## src/rtl/param_deser_pkg.sv

```systemverilog
// Shared types and constants for the param_deser serial receiver.
//   deser_state_t : receiver FSM states (PAR only used when
//                   PARAM_DESER_PARITY_EN is defined)
//   START_BIT / STOP_BIT / IDLE_LEVEL : serial line levels
//   cnt_width()   : data-bit counter width for a W-bit word
package param_deser_pkg;

   typedef enum logic [1:0] {
      IDLE = 2'd0,
      DATA = 2'd1,
      PAR  = 2'd2,
      STOP = 2'd3
   } deser_state_t;

   localparam logic START_BIT  = 1'b0;
   localparam logic STOP_BIT   = 1'b1;
   localparam logic IDLE_LEVEL = 1'b1;

   // Counter must be able to hold the value W (one past the last bit index).
   function automatic int unsigned cnt_width(input int unsigned w);
      return $clog2(w + 1);
   endfunction

endpackage

```

## src/rtl/param_deser_shreg.sv

```systemverilog
// W-bit right-shift register used to assemble an LSB-first serial word.
//   clk   : clock
//   rst   : synchronous active-high reset (clears word and parity)
//   clr   : synchronous clear at the start of each frame
//   shift : shift din in at the MSB end
//   din   : serial bit
//   q     : assembled word (first bit shifted in ends up at q[0])
//   par   : XOR of all bits shifted in since the last clear
module param_deser_shreg #(
   parameter int unsigned W = 8
) (
   input  logic         clk,
   input  logic         rst,
   input  logic         clr,
   input  logic         shift,
   input  logic         din,
   output logic [W-1:0] q,
   output logic         par
);

   logic [W-1:0] q_nxt;

   // A one-bit register has no upper slice to carry over.
   generate
      if (W == 1) begin : g_w1
         always_comb q_nxt = din;
      end else begin : g_wn
         always_comb q_nxt = {din, q[W-1:1]};
      end
   endgenerate

   always_ff @(posedge clk) begin
      if (rst || clr) begin
         q   <= '0;
         par <= 1'b0;
      end else if (shift) begin
         q   <= q_nxt;
         par <= par ^ din;
      end
   end

endmodule

```

## src/rtl/param_deser.sv

```systemverilog
// Serial-to-parallel receiver: start bit (0), W = F-K+1 data bits LSB
// first, [even parity bit], stop bit (1). One bit is taken per en strobe.
// Optional parity checking is enabled by defining PARAM_DESER_PARITY_EN.
//   clk       : clock, rising edge
//   rst       : synchronous active-high reset
//   d         : serial data, idles at 1
//   en        : bit strobe; d sampled only when en=1
//   q         : last good word, bit K = first data bit received
//   q_valid   : one-cycle pulse when q updates
//   frame_err : one-cycle pulse on bad stop bit (or bad parity)
//   busy      : high while a frame is in progress
module param_deser #(
   parameter int F = 10,
   parameter int K = (F > 2) ? 3 : 1
) (
   input  logic       clk,
   input  logic       rst,
   input  logic       d,
   input  logic       en,
   output logic [F:K] q,
   output logic       q_valid,
   output logic       frame_err,
   output logic       busy
);

   import param_deser_pkg::*;

   localparam int unsigned W  = F - K + 1;
   localparam int unsigned CW = cnt_width(W);

   deser_state_t  state, state_nxt;
   logic [CW-1:0] cnt, cnt_nxt;
   logic          shift, clr, load, err_set;
   logic [W-1:0]  sr;
   logic          sr_par;
`ifdef PARAM_DESER_PARITY_EN
   logic          par_bad, par_bad_nxt;
   logic          stop_ok;
   assign stop_ok = (d == STOP_BIT) && !par_bad;
`else
   logic          stop_ok;
   assign stop_ok = (d == STOP_BIT);
`endif

   param_deser_shreg #(.W(W)) u_shreg (
      .clk   (clk),
      .rst   (rst),
      .clr   (clr),
      .shift (shift),
      .din   (d),
      .q     (sr),
      .par   (sr_par)
   );

   always_ff @(posedge clk) begin
      if (rst) state <= IDLE;
      else     state <= state_nxt;
   end

   always_comb begin
      state_nxt = state;
      cnt_nxt   = cnt;
      shift     = 1'b0;
      clr       = 1'b0;
      load      = 1'b0;
      err_set   = 1'b0;
`ifdef PARAM_DESER_PARITY_EN
      par_bad_nxt = par_bad;
`endif
      if (en) begin
         case (state)
            IDLE: begin
               if (d == START_BIT) begin
                  state_nxt = DATA;
                  cnt_nxt   = '0;
                  clr       = 1'b1;
`ifdef PARAM_DESER_PARITY_EN
                  par_bad_nxt = 1'b0;
`endif
               end
            end
            DATA: begin
               shift   = 1'b1;
               cnt_nxt = cnt + 1'b1;
               if (cnt == CW'(W - 1)) begin
`ifdef PARAM_DESER_PARITY_EN
                  state_nxt = PAR;
`else
                  state_nxt = STOP;
`endif
               end
            end
`ifdef PARAM_DESER_PARITY_EN
            PAR: begin
               // Even parity: the parity bit equals the XOR of the data bits.
               par_bad_nxt = (d != sr_par);
               state_nxt   = STOP;
            end
`endif
            STOP: begin
               // A low stop bit is consumed here; it never starts a new frame.
               state_nxt = IDLE;
               if (stop_ok) load    = 1'b1;
               else         err_set = 1'b1;
            end
            default: state_nxt = IDLE;
         endcase
      end
   end

   always_ff @(posedge clk) begin
      if (rst) begin
         cnt       <= '0;
         q         <= '0;
         q_valid   <= 1'b0;
         frame_err <= 1'b0;
`ifdef PARAM_DESER_PARITY_EN
         par_bad   <= 1'b0;
`endif
      end else begin
         cnt       <= cnt_nxt;
         q_valid   <= load;
         frame_err <= err_set;
         if (load) q <= sr;
`ifdef PARAM_DESER_PARITY_EN
         par_bad   <= par_bad_nxt;
`endif
      end
   end

`ifndef PARAM_DESER_PARITY_EN
   // Running parity exists in the shift register but is only consumed
   // when parity checking is built in.
   logic unused_par;
   assign unused_par = sr_par;
`endif

   always_comb busy = (state != IDLE);

endmodule

```

## config.mk

```make
export PLATFORM = sky130hd
export DESIGN_NAME = param_deser
export DESIGN_NICKNAME = d
export VERILOG_FILES = /design/src/rtl/param_deser_pkg.sv /design/src/rtl/param_deser_shreg.sv /design/src/rtl/param_deser.sv
export SDC_FILE = /design/constraint.sdc
export NUM_CORES = 1
export LEC_CHECK = 0
export CAP_MARGIN = 25
export CELL_PAD_IN_SITES_DETAIL_PLACEMENT = 0
export CELL_PAD_IN_SITES_GLOBAL_PLACEMENT = 1
export CORE_ASPECT_RATIO = 1.5
export CORE_MARGIN = 3
export CORE_UTILIZATION = 35
export DETAILED_ROUTE_END_ITERATION = 8
export PLACE_DENSITY_LB_ADDON = 0.1
export SYNTH_ARGS = -nofsm -noshare
export SYNTH_HDL_FRONTEND = slang
export SYNTH_SLANG_ARGS = --single-unit
```

## constraint.sdc

```tcl
create_clock -name clk -period 1.3 [get_ports clk]
set_input_delay 0.13 -clock clk [delete_from_list [all_inputs] [get_ports clk]]
set_output_delay 0.13 -clock clk [all_outputs]
set_load 0.1 [all_outputs]
```

# Word-level counts from Yosys, hierarchy flattened
# Index checks and enable logic that the tools add are counted.
[op_classes] add_sub_neg=1 eq_ne=5 muxes=13 bitwise=2 n_reduce_logical=7
[ops] operator="1-bit two-way mux" n=8
[ops] operator="4-bit case mux with 2 select lines" n=1
[ops] operator="3-bit AND reduction" n=2
[ops] operator="4-bit by 1-bit adder with 4-bit output (second input constant)" n=1
[ops] operator="4-bit by 3-bit equality test with 1-bit output (second input constant)" n=1
[ops] operator="2-bit two-way mux" n=2
[ops] operator="4-bit two-way mux" n=1
[ops] operator="2-bit inequality test (second input constant)" n=2
[ops] operator="2-bit case mux with 2 select lines" n=1
[ops] operator="2-bit nonzero test" n=2
[ops] operator="3-bit OR reduction" n=1
[ops] operator="2-bit by 1-bit equality test with 1-bit output (second input constant)" n=1
[ops] operator="2-bit equality test (second input constant)" n=1
[ops] operator="2-bit zero test" n=1
[ops] operator="1-bit inverter" n=2
[ops] operator="1-bit logical OR" n=1
[word_totals] reg_bits=24 input_bits=4 output_inout_bits=11 wordCells=34

# Logic depth before layout (Yosys ltp)
[logic_depth] word_depth=4 ltp_mapped=5

# Cells and area by module
# From an unflattened synthesis, not the netlist that was laid out.
[hier_totals] cells_unflattened=110 hier_area_um2=1029.7
[by_module_without_submodules] module="param_deser" instances=1 cells_each=79 area_each_um2=684.4
[by_module_without_submodules] module="param_deser_shreg" instances=1 cells_each=31 area_each_um2=345.3

# Least setup slack after synthesis
# Ideal clock, no wire load.
[synth_timing] path_type="register to register" startpoint="register, netlist name q[4]" endpoint="register q[4] in the netlist's numbering" setup_time_ns=0.070 arrival_ns=1.172 required_time_ns=1.230 setup_slack_ns=0.058 stages_incl_launch_ff=3 n_path_buf=0 cell_sequence="dfxtp_1 -> nand2_1 -> a21oi_1"
[synth_lines] element="end signal, assigned" line="param_deser.sv:124" text="if (load) q <= sr;"
[synth_lines] element="end, declared" line="param_deser.sv:20" text="output logic [F:K] q,"

# Worst setup path after layout
[layout_timing] startpoint="register state[0]" endpoint="output busy"
[layout_between] elab_chain_cells=1
[layout_lines] element="start, declared" line="param_deser.sv:31" text="deser_state_t state, state_nxt;"
[layout_lines] element="start signal, assigned" line="param_deser.sv:57" text="else state <= state_nxt;"
[layout_lines] element="2-bit nonzero test" line="param_deser.sv:138" text="always_comb busy = (state != IDLE);"
[layout_lines] element="end, declared" line="param_deser.sv:23" text="output logic busy"
# Every way passes these cells.

==> flow_metrics.tcl <==
set metrics [dict create \
    synth_area_leaders "dfxtp_1 50%, nand2_1 13%, a21oi_1 10%, nand2b_1 2.6%, nor2b_1 1.9%" \
    ys_seq_area_share_pct 49.8 \
    powerDensity_nw_per_um2 853 \
    finalSetupTns_ps 0 \
    fin_crit_sh_pct 93.2 \
    crit_path_max_fanout 3 \
    final-setup-viol-count 0 \
    outcome "completed" \
    startpoint_type "register" \
    ant_nets 0 \
    grt_max_degree 13 \
    area_growth_pct 42.7 \
    fin_crit_ps 1210 \
    drc_errors 0 \
    htree_levels 1 \
    synth_nets 122 \
    skew_ps 1.91 \
    relSlewSlack_pct 79.3 \
    synth_top_area_share_pct 49.8 \
    synthCells 117 \
    yosys.area.top_type "dfxtp_1" \
    hold_path.class "reg -> reg" \
    start_util_pct 38.1 \
    synthFlopType "dfxtp_1" \
    ios 15 \
    fmaxAchievable_mhz 825 \
    antenna_found_initial 0 \
    avgSynthCellArea_um2 8.25 \
    cts_buffers 3 \
    placed_area_um2 1310 \
    drt-vias-per-instance 4.79 \
    required_ps 1170 \
    drt_pre_antenna_iters 4 \
    vdd_drop_max_uv 485 \
    die_area_um2 3440 \
    worst_pin_slew_ps 309 \
    grt_pass1_wl_um 3350 \
    core_um2 2530 \
    synth_common_cells "33 x nand2_1, 24 x dfxtp_1, 20 x a21oi_1, 4 x nand2b_1, 4 x nor2_1" \
    cp.arrival_ps 1080 \
    portBuffers 14 \
    die_w_um 48.9 \
    drt-initial-drc-count 18 \
    cts_root_buf "clkbuf_4" \
    synth_seq_cells 24 \
    finalNetCount 150 \
    vias 858 \
    clkLatencyLatePin_ps 300 \
    ys_async_sr_fraction_pct 0 \
    die_h_um 70.3 \
    crit_type "reg -> out" \
    syn_area_um2 965 \
    max-cap-violations 0 \
    fin_area_um2 1380 \
    report.final.slew_viol_count 0 \
    grt_overflow 0 \
    ys_warn_count 0 \
    hold_viol 0 \
    finalWirelength_um 1950 \
    synth_cell_types 30 \
    grt_util_all_layers_pct 12.4 \
    fp-row-count 22 \
    critPathCaptureType "primary output" \
    synth-edff-count 0 \
    rsz0062_at_grt "no" \
    hpwl_um 1490 \
    clk_pin_slew_ps 120 \
    hold_buffers 0 \
    synth.most_common_cell "nand2_1" \
    cts_tree "yes" \
    grt_pass1_vias 786 \
    gp_congestion 0.742 \
    drive_gt1_share_pct 25.2 \
    cts_buffer_depth 2 \
    numClockSinks 24 \
    p_leak_nw 0.503 \
    diodes 0 \
    wl_per_cell_um 10.9 \
]
final timing paths:
check	cells past startpoint	startpoint	endpoint	slack, ps
min reg2reg	2	u_shreg.q[0]	u_shreg.q[0]	470
min	2	u_shreg.q[0]	u_shreg.q[0]	470
max	2	state[0]	busy	90
max reg2reg	4	state[0]	cnt[3]	110
stage by stage:
stage | worst slack [ps] | util [%] | total power [W] | std cells | hold WS [ps]
finish | 88.1 | 54.3 | 0.00117 | 179 | 471
global placement | -151 | 51.7 | 0.000875 | 172 | 448
CTS | 3.74 | 54.1 | 0.00119 | 179 | 471
floorplan | 57.6 | - | 0.000824 | 117 | 207
detailed placement | -178 | 51.7 | 0.000876 | 172 | 460
global route | 8.46 | 54.3 | 0.00124 | 179 | 496
worst max-delay path: stages (launching register included):
cell     delay, ps
dfxtp_4        360
or2_4          250
buf_12         160
where the power goes:
group	switching (W)	total, W	internal, W
clock network	0.000202	0.000310	0.000108
logic	0.0000658	0.000123	0.0000572
registers	0.00000398	0.000741	0.000737
total	0.000272	0.00117	0.000902
final cells by class:
cell class / instances / area [um2]
timing repair buffer: 30 / 370
inverter: 1 / 3.75
fill: 251 / 1160
clock buffer: 3 / 22.5
tap: 36 / 45.0
multi-input combinational: 85 / 447
sequential: 24 / 488
what timing repair did:
action,4_1_cts,5_1_grt
endpoints found under the setup margin,1,3
pin swaps,0,1
gates resized for setup,4,2
buffers inserted,4,0
routing by layer:
layer / wire, um / GRT usage [%]
met1: 806 / 12.7
met2: 1060 / 23.1
met3: 66 / 2.13
met4: 17 / 6.65
met5: 0 / 0
cell families after synthesis:
family,synth area share [%]
AND/OR/NAND/NOR,27.8
AO/OA/AOI/OAI,16.5
flip-flops,49.8
buffers and inverters,4.67
adder cells (fa/ha/maj),1.30
placed cells by master (no fill, tap or decap), drive strengths merged:
cell            n
and4            1
a21oi          20
dfxtp          24
nand4           1
nand3b          1
nand3           2
o31ai           1
a41oi           1
and4b           1
nor3            1
o2bb2ai         1
and3b           1
or2b            1
clkdlybuf4s50   3
clkbuf          3
a211oi          1
nor2            4
or2             1
nor3b           1
nor2b           3
a311oi          1
nand2b          4
ha              1
inv             1
o21ai           2
nand2          34
a21o            1
buf            27
sequential cells by signal, indices dropped and copies added (netlist names):
signal	count
u_shreg.q	8
state	2
frame_err	1
cnt	4
q	8
q_valid	1
Power figures use the tool's default switching activity.
